## src/rtl/alu_pkg.sv

```systemverilog
// Shared definitions for the sequential ALU: op codes, FSM states and
// helpers that derive counter/shift widths from XLEN.
package alu_pkg;

  typedef enum logic [4:0] {
    OP_AND    = 5'd0,
    OP_OR     = 5'd1,
    OP_XOR    = 5'd2,
    OP_ADD    = 5'd3,
    OP_SUB    = 5'd4,
    OP_SLT    = 5'd5,
    OP_SLTU   = 5'd6,
    OP_SEQ    = 5'd7,
    OP_SNE    = 5'd8,
    OP_SGE    = 5'd9,
    OP_SGEU   = 5'd10,
    OP_SLL    = 5'd11,
    OP_SRL    = 5'd12,
    OP_SRA    = 5'd13,
    OP_MUL    = 5'd16,
    OP_MULH   = 5'd17,
    OP_MULHSU = 5'd18,
    OP_MULHU  = 5'd19,
    OP_DIV    = 5'd20,
    OP_DIVU   = 5'd21,
    OP_REM    = 5'd22,
    OP_REMU   = 5'd23
  } op_e;

  typedef enum logic [2:0] {
    IDLE = 3'd0,
    MUL  = 3'd1,
    DIV  = 3'd2,
    FIX  = 3'd3,
    DONE = 3'd4
  } state_e;

  function automatic int shamt_width(input int xlen);
    return $clog2(xlen);
  endfunction

  function automatic int cnt_width(input int xlen, input int bpc);
    return $clog2(xlen / bpc);
  endfunction

  // Codes 16..23 are the M-extension group; 24..31 fall back to base ops.
  function automatic logic is_muldiv(input logic [4:0] op);
    return op[4:3] == 2'b10;
  endfunction

endpackage

```

## src/rtl/alu_muldiv_iter.sv

```systemverilog
// Iterative unsigned multiply (shift-add) and restoring divide on operand
// magnitudes; hi/lo hold product halves or remainder/quotient.
module alu_muldiv_iter
  import alu_pkg::*;
#(
  parameter int XLEN = 32,
  parameter int BPC  = 1
) (
  input  logic            clk,
  input  logic            rst,
  input  logic            start,
  input  logic            is_div,
  input  logic            run,
  input  logic [XLEN-1:0] a_mag,
  input  logic [XLEN-1:0] b_mag,
  output logic            last,
  output logic [XLEN-1:0] hi,
  output logic [XLEN-1:0] lo
);

  localparam int ITER  = XLEN / BPC;
  localparam int CNT_W = cnt_width(XLEN, BPC);

  logic [XLEN-1:0]  hi_q, lo_q, mcand_q;
  logic [XLEN-1:0]  hi_n, lo_n;
  logic [CNT_W-1:0] cnt_q;
  logic             is_div_q;
  logic [XLEN:0]    sum, rem_sh, diff;

  // hi is the accumulator / partial remainder, lo the multiplier / dividend
  // that fills with quotient bits as it shifts.
  always_comb begin
    hi_n   = hi_q;
    lo_n   = lo_q;
    sum    = '0;
    rem_sh = '0;
    diff   = '0;
    for (int i = 0; i < BPC; i++) begin
      if (is_div_q) begin
        rem_sh = {hi_n, lo_n[XLEN-1]};
        diff   = rem_sh - {1'b0, mcand_q};
        hi_n   = diff[XLEN] ? rem_sh[XLEN-1:0] : diff[XLEN-1:0];
        lo_n   = {lo_n[XLEN-2:0], ~diff[XLEN]};
      end else begin
        sum  = {1'b0, hi_n} + (lo_n[0] ? {1'b0, mcand_q} : '0);
        hi_n = sum[XLEN:1];
        lo_n = {sum[0], lo_n[XLEN-1:1]};
      end
    end
  end

  always_ff @(posedge clk) begin
    if (rst) begin
      hi_q     <= '0;
      lo_q     <= '0;
      mcand_q  <= '0;
      cnt_q    <= '0;
      is_div_q <= 1'b0;
    end else if (start) begin
      hi_q     <= '0;
      lo_q     <= a_mag;
      mcand_q  <= b_mag;
      cnt_q    <= '0;
      is_div_q <= is_div;
    end else if (run) begin
      hi_q  <= hi_n;
      lo_q  <= lo_n;
      cnt_q <= cnt_q + 1'b1;
    end
  end

  assign last = (cnt_q == CNT_W'(ITER - 1));
  assign hi   = hi_q;
  assign lo   = lo_q;

endmodule

```

## src/rtl/alu_seq_muldiv.sv

```systemverilog
// Handshaked execute-stage ALU: single-cycle base RV32I ops plus iterative
// M-extension multiply/divide, with a held output register.
module alu_seq_muldiv
  import alu_pkg::*;
#(
  parameter int XLEN           = 32,
  parameter int BITS_PER_CYCLE = 1
) (
  input  logic            clk,
  input  logic            rst,
  input  logic            in_valid,
  output logic            in_ready,
  input  logic [4:0]      op,
  input  logic [XLEN-1:0] a,
  input  logic [XLEN-1:0] b,
  output logic            out_valid,
  input  logic            out_ready,
  output logic [XLEN-1:0] result,
  output logic            zero,
  output logic            overflow,
  output logic            busy
);

  localparam int SHAMT_W = shamt_width(XLEN);
  localparam logic [XLEN-1:0] MIN_VAL = {1'b1, {(XLEN-1){1'b0}}};

  state_e state, state_n;

  logic            accept, is_m, is_div_op, div_special;
  logic            a_signed, b_signed, sa, sb, div_zero, div_ovf;
  logic [XLEN-1:0] a_mag, b_mag;
  logic            iter_start, iter_run, iter_last;
  logic [XLEN-1:0] hi, lo;

  logic [4:0]      op_q;
  logic            sa_q, sb_q, div0_q, divovf_q;
  logic [XLEN-1:0] a_q;

  logic            out_valid_q, zero_q, ovf_q;
  logic [XLEN-1:0] result_q;

  assign accept    = in_valid && in_ready;
  assign is_m      = is_muldiv(op);
  assign is_div_op = is_m && op[2];

  assign a_signed = (op == OP_MUL) || (op == OP_MULH) || (op == OP_MULHSU) ||
                    (op == OP_DIV) || (op == OP_REM);
  assign b_signed = (op == OP_MUL) || (op == OP_MULH) ||
                    (op == OP_DIV) || (op == OP_REM);
  assign sa       = a_signed && a[XLEN-1];
  assign sb       = b_signed && b[XLEN-1];
  assign a_mag    = sa ? -a : a;
  assign b_mag    = sb ? -b : b;

  assign div_zero    = (b == '0);
  assign div_ovf     = ((op == OP_DIV) || (op == OP_REM)) && (a == MIN_VAL) && (b == '1);
  assign div_special = is_div_op && (div_zero || div_ovf);

  alu_muldiv_iter #(.XLEN(XLEN), .BPC(BITS_PER_CYCLE)) u_iter (
    .clk    (clk),
    .rst    (rst),
    .start  (iter_start),
    .is_div (is_div_op),
    .run    (iter_run),
    .a_mag  (a_mag),
    .b_mag  (b_mag),
    .last   (iter_last),
    .hi     (hi),
    .lo     (lo)
  );

  always_ff @(posedge clk) begin
    if (rst) state <= IDLE;
    else     state <= state_n;
  end

  always_comb begin
    state_n = state;
    unique case (state)
      IDLE: if (accept && is_m) state_n = div_special ? FIX : (is_div_op ? DIV : MUL);
      MUL,
      DIV:  if (iter_last) state_n = FIX;
      FIX:  state_n = DONE;
      DONE: if (out_ready) state_n = IDLE;
      default: state_n = IDLE;
    endcase
  end

  always_comb begin
    in_ready   = (state == IDLE) && (!out_valid_q || out_ready);
    busy       = (state != IDLE);
    iter_start = (state == IDLE) && in_valid && is_m && (!out_valid_q || out_ready);
    iter_run   = (state == MUL) || (state == DIV);
  end

  // Signs and the raw A are kept so FIX can correct signs and handle the
  // divide special cases without the requester holding its operands.
  always_ff @(posedge clk) begin
    if (rst) begin
      op_q     <= '0;
      sa_q     <= 1'b0;
      sb_q     <= 1'b0;
      a_q      <= '0;
      div0_q   <= 1'b0;
      divovf_q <= 1'b0;
    end else if (accept && is_m) begin
      op_q     <= op;
      sa_q     <= sa;
      sb_q     <= sb;
      a_q      <= a;
      div0_q   <= is_div_op && div_zero;
      divovf_q <= is_div_op && div_ovf;
    end
  end

  logic [2*XLEN-1:0] prod, prod_s;
  logic [XLEN-1:0]   quot_s, rem_s, fix_res;

  always_comb begin
    prod   = {hi, lo};
    prod_s = (sa_q ^ sb_q) ? -prod : prod;
    quot_s = (sa_q ^ sb_q) ? -lo : lo;
    rem_s  = sa_q ? -hi : hi;
    if (div0_q) begin
      quot_s = '1;
      rem_s  = a_q;
    end else if (divovf_q) begin
      quot_s = MIN_VAL;
      rem_s  = '0;
    end
    case (op_q)
      OP_MUL:                        fix_res = prod_s[XLEN-1:0];
      OP_MULH, OP_MULHSU, OP_MULHU:  fix_res = prod_s[2*XLEN-1:XLEN];
      OP_DIV, OP_DIVU:               fix_res = quot_s;
      OP_REM, OP_REMU:               fix_res = rem_s;
      default:                       fix_res = '0;
    endcase
  end

  logic              sub;
  logic [XLEN-1:0]   b_op, alu_res;
  logic [XLEN:0]     sum;
  logic              carry, add_ovf, lt_s, lt_u;
  logic [SHAMT_W-1:0] shamt;

  // Compares reuse the subtractor: signed via sign^overflow, unsigned via borrow.
  always_comb begin
    sub     = (op != OP_ADD);
    b_op    = sub ? ~b : b;
    sum     = {1'b0, a} + {1'b0, b_op} + {{XLEN{1'b0}}, sub};
    carry   = sum[XLEN];
    add_ovf = (a[XLEN-1] == b_op[XLEN-1]) && (sum[XLEN-1] != a[XLEN-1]);
    lt_s    = sum[XLEN-1] ^ add_ovf;
    lt_u    = ~carry;
    shamt   = b[SHAMT_W-1:0];
    case (op)
      OP_AND:  alu_res = a & b;
      OP_OR:   alu_res = a | b;
      OP_XOR:  alu_res = a ^ b;
      OP_ADD,
      OP_SUB:  alu_res = sum[XLEN-1:0];
      OP_SLT:  alu_res = {{(XLEN-1){1'b0}}, lt_s};
      OP_SLTU: alu_res = {{(XLEN-1){1'b0}}, lt_u};
      OP_SEQ:  alu_res = {{(XLEN-1){1'b0}}, a == b};
      OP_SNE:  alu_res = {{(XLEN-1){1'b0}}, a != b};
      OP_SGE:  alu_res = {{(XLEN-1){1'b0}}, ~lt_s};
      OP_SGEU: alu_res = {{(XLEN-1){1'b0}}, ~lt_u};
      OP_SLL:  alu_res = a << shamt;
      OP_SRL:  alu_res = a >> shamt;
      OP_SRA:  alu_res = $unsigned($signed(a) >>> shamt);
      default: alu_res = '0;
    endcase
  end

  // The output register only changes on a new result or a completed transfer,
  // so it holds steady under backpressure.
  always_ff @(posedge clk) begin
    if (rst) begin
      result_q    <= '0;
      zero_q      <= 1'b1;
      ovf_q       <= 1'b0;
      out_valid_q <= 1'b0;
    end else if (accept && !is_m) begin
      result_q    <= alu_res;
      zero_q      <= (alu_res == '0);
      ovf_q       <= ((op == OP_ADD) || (op == OP_SUB)) && add_ovf;
      out_valid_q <= 1'b1;
    end else if (state == FIX) begin
      result_q    <= fix_res;
      zero_q      <= (fix_res == '0);
      ovf_q       <= 1'b0;
      out_valid_q <= 1'b1;
    end else if (out_valid_q && out_ready) begin
      out_valid_q <= 1'b0;
    end
  end

  assign out_valid = out_valid_q;
  assign result    = result_q;
  assign zero      = zero_q;
  assign overflow  = ovf_q;

endmodule

```

## config.mk

```make
export PLATFORM = sky130hd
export DESIGN_NAME = alu_seq_muldiv
export DESIGN_NICKNAME = d
export VERILOG_FILES = /design/src/rtl/alu_pkg.sv /design/src/rtl/alu_muldiv_iter.sv /design/src/rtl/alu_seq_muldiv.sv
export SDC_FILE = /design/constraint.sdc
export NUM_CORES = 1
export LEC_CHECK = 0
export ABC_CLOCK_PERIOD_IN_PS = 8050
export BUFFER_PORTS_ARGS = -buffer_cell sky130_fd_sc_hd__buf_4
export CORE_MARGIN = 3
export CORE_UTILIZATION = 40
export DETAILED_ROUTE_END_ITERATION = 7
export SLEW_MARGIN = 30
export SYNTH_ARGS = -nofsm -noshare
export SYNTH_HDL_FRONTEND = slang
export SYNTH_SLANG_ARGS = --single-unit
```

## constraint.sdc

```tcl
create_clock -name clk -period 8.05 [get_ports clk]
set_clock_uncertainty 0.2 [all_clocks]
set_input_delay 1.2075 -clock clk [delete_from_list [all_inputs] [get_ports clk]]
set_output_delay 1.2075 -clock clk [all_outputs]
set_load 0.1 [all_outputs]
```

# After elaboration in Yosys (flattened, before gate mapping)
# Index checks and enable logic that the tools add are counted.
[word_totals]
inputBits = 73
ff_bits = 181
[classes]
add_sub_neg = 10
n_mux = 33
shifts = 3
bitwise = 9
n_reduce_logical = 47
eq_ne = 42
[op_table]
columns = ["cell", "count"]
rows = [
  ["$mux W32", 17],
  ["$pmux W32 S13", 1],
  ["$neg A32 Y32", 4],
  ["$pmux W32 S4", 1],
  ["$logic_not A32 Y1", 3],
  ["$eq A5 B5 Y1 const B", 14],
  ["$eq A32 B32 Y1 const B", 2],
  ["$mux W64", 1],
  ["$neg A64 Y64", 1],
  ["$add A32 B32 Y33", 1],
  ["$add A32 B33 Y33", 1],
  ["$add A33 B1 Y33", 1],
  ["$sub A33 B32 Y33", 1],
  ["$and A32 B32 Y32", 1],
  ["$eq A32 B32 Y1", 1],
  ["$ne A32 B32 Y1", 1],
  ["$not A32 Y32", 1],
  ["$or A32 B32 Y32", 1],
  ["$shl A32 B5 Y32", 1],
  ["$shr A32 B5 Y32", 1],
  ["$sshr A32 B5 Y32", 1],
  ["$xor A32 B32 Y32", 1],
  ["$eq A5 B4 Y1 const B", 6],
  ["$eq A5 B3 Y1 const B", 4],
  ["other kinds (27)", 77],
]

# Longest topological paths before layout
[logic_depth]
ltp_word = 11
ltp_mapped = 22
depth_no_buf = 18

# Hierarchy
# From an unflattened synthesis, not the netlist that was laid out.
[hier_totals]
hier_cells = 3432
hier_area_um2 = 24843.8
[modules_own_cells]
columns = ["module", "instances", "cells_per_inst", "area_each_um2"]
rows = [
  ["alu_seq_muldiv", 1, 2330, 16215.6],
  ["alu_muldiv_iter", 1, 1102, 8628.3],
]

# Worst setup path after synthesis
# OpenSTA, ideal clock, no wires.
[synth_timing]
path_kind = "input -> register"
start = "input b[0]"
end = "register zero_q (netlist: zero)"
setup_slack_ns = 1.599
arrival_time_ns = 6.192
required_time_ns = 7.791
path_stages = 21
cell_sequence = "clkbuf_1 > buf_2 > inv_1 > clkbuf_1 > clkbuf_1 > buf_2 > buf_1 > o22ai_1 > fa_1 > nand3b_1 > a21oi_1 > o211ai_1 > a31oi_1 > a31oi_1 > or3_1 > nor2_1 > or4b_1 > nor4_1 > nand4_1 > o21ai_1 > and3_1"
[synth_via]
elab_chain_cells = 11
elab_cells_between_ends = 20
classes_between = "2 x add/sub; 3 x eq/ne; 3 x shift; 3 x mux; 7 x bitwise; 2 x reduce/logical"
[synth_lines]
columns = ["item", "line", "rtl"]
rows = [
  ["from (decl)", "alu_seq_muldiv.sv:15", "input logic [XLEN-1:0] b,"],
  ["$not A32 Y32", "alu_seq_muldiv.sv:149", "b_op = sub ? ~b : b;"],
  ["$mux W32", "alu_seq_muldiv.sv:149", ""],
  ["$add A32 B32 Y33", "alu_seq_muldiv.sv:150", "sum = {1'b0, a} + {1'b0, b_op} + {{XLEN{1'b0}}, sub};"],
  ["$add A33 B1 Y33", "alu_seq_muldiv.sv:150", ""],
  ["$ne A1 B1 Y1", "alu_seq_muldiv.sv:152", "add_ovf = (a[XLEN-1] == b_op[XLEN-1]) && (sum[XLEN-1] != a[XLEN-1]);"],
  ["$logic_and A1 B1 Y1", "alu_seq_muldiv.sv:152", ""],
  ["$xor A1 B1 Y1", "alu_seq_muldiv.sv:153", "lt_s = sum[XLEN-1] ^ add_ovf;"],
  ["$not A1 Y1", "alu_seq_muldiv.sv:166", "OP_SGE: alu_res = {{(XLEN-1){1'b0}}, ~lt_s};"],
  ["$pmux W32 S13 *", "alu_seq_muldiv.sv:156", "case (op)"],
  ["$logic_not A32 Y1 *", "alu_seq_muldiv.sv:185", "zero_q <= (alu_res == '0);"],
  ["$mux W1 *", "alu_seq_muldiv.sv:183", "end else if (accept && !is_m) begin"],
  ["to (signal assigned)", "alu_seq_muldiv.sv:185", ""],
  ["to (signal assigned)", "alu_seq_muldiv.sv:190", "zero_q <= (fix_res == '0);"],
  ["to (decl)", "alu_seq_muldiv.sv:39", "logic out_valid_q, zero_q, ovf_q;"],
]
# Mark *: on every way between the ends. The rest lies on a longest branch, timed or not.
# A chain may end at the register's enable or synchronous reset.

# Final worst setup path
[layout_timing]
start = "input op[1]"
end = "register zero_q (netlist: zero)"
[layout_via]
elab_chain_cells = 11
elab_cells_between_ends = 28
classes_between = "2 x add/sub; 16 x eq/ne; 3 x mux; 3 x bitwise; 4 x reduce/logical"
[layout_lines]
columns = ["item", "line", "rtl"]
rows = [
  ["from (decl)", "alu_seq_muldiv.sv:13", "input logic [4:0] op,"],
  ["$ne A5 B2 Y1", "alu_seq_muldiv.sv:148", "sub = (op != OP_ADD);"],
  ["$mux W32", "alu_seq_muldiv.sv:149", ""],
  ["$add A32 B32 Y33", "alu_seq_muldiv.sv:150", ""],
  ["$add A33 B1 Y33", "alu_seq_muldiv.sv:150", ""],
  ["$ne A1 B1 Y1", "alu_seq_muldiv.sv:152", ""],
  ["$logic_and A1 B1 Y1", "alu_seq_muldiv.sv:152", ""],
  ["$xor A1 B1 Y1", "alu_seq_muldiv.sv:153", ""],
  ["$not A1 Y1", "alu_seq_muldiv.sv:166", ""],
  ["$pmux W32 S13 *", "alu_seq_muldiv.sv:156", ""],
  ["$logic_not A32 Y1 *", "alu_seq_muldiv.sv:185", ""],
  ["$mux W1 *", "alu_seq_muldiv.sv:183", ""],
]
# Marked as above.

==> impl_metrics.tcl <==
set metrics [dict create \
    crit_arrival_ns 6.58 \
    wl_per_cell_um 28.5 \
    max_cap_violations 0 \
    antenna_found_initial 2 \
    synth.avg_cell_area_um2 7.15 \
    drive_above_1_share_pct 9.84 \
    reg2reg_from "u_iter.lo[0]" \
    max_stage_delay_ns 0.60 \
    synth_adder_area_share_pct 9.10 \
    drv_slew 0 \
    gr-usage-met3_pct 6.00 \
    synth_xor_area_share_pct 7.77 \
    hp-start "a_q[20]" \
    power_density_nw_per_um2 252 \
    yosys.area_share.simple_pct 22.6 \
    fp-row-count 88 \
    setup_viol 0 \
    dp_slack_ns 1.41 \
    power.total_w 0.00646 \
    hold_buffers 0 \
    fp.dieArea_um2 62700 \
    cts_inserted_buffers 17 \
    use_met1_pct 45.7 \
    cp_slowest_cell "a31oi_1" \
    syn-num-nets 3589 \
    vias 26500 \
    synth_top_family_by_area "compound AO/OA/AOI/OAI gates" \
    fin_nets 3473 \
    worst_slack_ns 1.70 \
    min_path_cells 2 \
    slew_headroom_pct 29.7 \
    holdWs_ns 0.257 \
    cts_tree "done" \
    max-clock-path-buffers 2 \
    routed_via_density 6.61 \
    synth_edf_count 0 \
    seq_area_frac_synth_pct 15.2 \
    cts_setup_buffers 0 \
    status "finished with violations" \
    required_ns 8.28 \
    fin_crit_sh_pct 78.9 \
    critPathMaxFanout 18 \
    globalRouteMet2Util_pct 55.4 \
    remaining_drc_errors 7 \
    period_minus_slack_ns 6.35 \
    busiest_layer "met2" \
    muxShareOfSynthArea_pct 10.3 \
    endpoint_kind "flop" \
    max_freq_mhz 157 \
    worstSetupPathType "in -> reg" \
    ys_ff_latch 181 \
    die_w_um 250 \
    peakVddDrop_mv 0.170 \
    wl_um 114000 \
    cp-start-kind "input pin" \
    grt_use_total_pct 35.0 \
    drt-pass1-iter-count 8 \
    first_global_vias 24700 \
    synthCells 3344 \
    ctsResizeCount 0 \
    initial_core_util_pct 41.0 \
    grt_pass1_wl_um 167000 \
    final_cell_mix "nor2_1, nand2_1, a21oi_1" \
    path_clk_slew_ns 0.08 \
    ctsRootBufferMaster "clkbuf_16" \
    cts_max_level 4 \
    die_y_um 250 \
    leakagePower_nw 9.72 \
    place.port_buffers 109 \
    failed_checks "DRC" \
    yosys.cell_types.count 88 \
    final_common_cell "nor2_1" \
    netlist_area_um2 23900 \
    synth-main-ff-cell "dfxtp_1" \
    worstReg2RegEnd "zero" \
    clk_latency_ns 0.48 \
    hold_end "a_q[20]" \
    synth_compound_area_share_pct 28.4 \
    gp_congestion 1.06 \
    hp-class "reg -> reg" \
    crit_chain "buf_4, nor2b_1, nand2_2, xnor2_1, inv_1, fa_1, nand3b_1, a21oi_1, o211ai_1, a31oi_1, a2111oi_0, buf_4, o31ai_1, nor2_1, nor4b_1, nor2b_1, o2111ai_1, o21ai_1, and3_1" \
    synthArstFlopShare_pct 0 \
    hpwlAfterDp_um 88500 \
    ys.warnings.count 0 \
    multiInputGateArea_um2 18800 \
    r2r_cells 15 \
    tightest_slew_ns 1.05 \
    ios 110 \
    rsz0062_at_grt "false" \
    drt_iter0_drc 3140 \
    fill_cells 6153 \
    grt-ovfl-total 0 \
    area_delta_synth_final_pct 7.24 \
    grt_max_degree 161 \
    rrSetupSlack_ns 2.75 \
    core_area_um2 58400 \
    seq_area_um2 3630 \
    clock_sinks 181 \
    hold_viol 0 \
    tns_ns 0 \
    antenna_left 0 \
]
[worst max path at each step]
stage               slack, ns   end   from
finish                   1.70  zero  op[1]
global route             1.35  zero  op[1]
CTS                      1.89  zero  op[1]
detailed placement       1.41  zero  op[1]
global placement         1.43  zero  op[1]
floorplan                1.60  zero   b[0]
[power breakdown]
group	internal, W	switching (W)
Combinational	0.00155	0.00269
Clock	0.000416	0.000453
Sequential	0.00103	0.000319
[per-stage QoR]
step	std cells	utilization [%]	instance area, um2
after floorplan	3344	-	23900
after global placement	3973	42.8	25000
after detailed placement	3973	42.9	25000
after CTS	4005	43.9	25600
after global routing	4006	43.9	25600
final	4008	43.9	25600
[worst max-delay path, delay by kind of cell]
family	cells	cell delay [ns]
xor gates and xnor gates	1	0.29
buffers and inverters	3	0.52
AOI/OAI and AO/OA	7	1.97
and+or+nand+nor	7	2.16
adders and majority gates	1	0.42
[cell families after synthesis]
logic type,after synthesis
flops,181
simple gates,1135
compound gates,1032
xor+xnor,212
mux,189
fa+ha+maj,172
buf+inv,423
[per-layer routing]
metal / share of wire [%] / up-vias / routed length (um)
li1: - / 12100 / -
met1: 41 / 12600 / 46400
met2: 44 / 1466 / 50400
met3: 9.1 / 320 / 10400
met4: 6.1 / 2 / 6950
met5: 0.011 / - / 13
[cells in the mapped netlist, drive strengths merged, types with 24 or more instances]
master  number  area share [%]
nor2       343             5.4
and3        24            0.63
o31ai       32             1.0
mux2        39             1.8
nand3       76             1.6
xor2        56             2.1
buf         41            0.76
inv        126             2.0
dfxtp      181              15
mux2i      109             4.6
nor4        54             1.6
o21ai      211             4.4
o21a        25            0.79
a21o        38             1.2
nor3        93             1.9
a21oi      256             5.4
a22oi       30            0.94
mux4        41             3.9
nand2b      26            0.68
o211ai      34             1.1
a211oi     137             4.3
a221oi      35             1.3
xnor2      156             5.7
clkbuf     252             4.0
nand4       48             1.3
ha         169             8.8
nand2      341             5.4
a31oi       47             1.2
[registers in the layout, indices dropped and copies added, names as in the netlist, 3 cells and up]
signal          count
result             32
u_iter.cnt_q        5
u_iter.hi          32
u_iter.mcand_q     32
u_iter.lo          32
a_q                32
state               3
op_q                5
[area by class of cell]
class | count | area share (%)
multi-input combinational | 2740 | 73.1
sequential | 181 | 14.1
timing repair buffer | 158 | 4.75
tap | 765 | 3.73
clock buffer | 17 | 1.66
antenna | 2 | 0.0195
clock inverter | 15 | 0.630
inverter | 130 | 1.90
No activity file was read; power rests on OpenSTA's default activity.
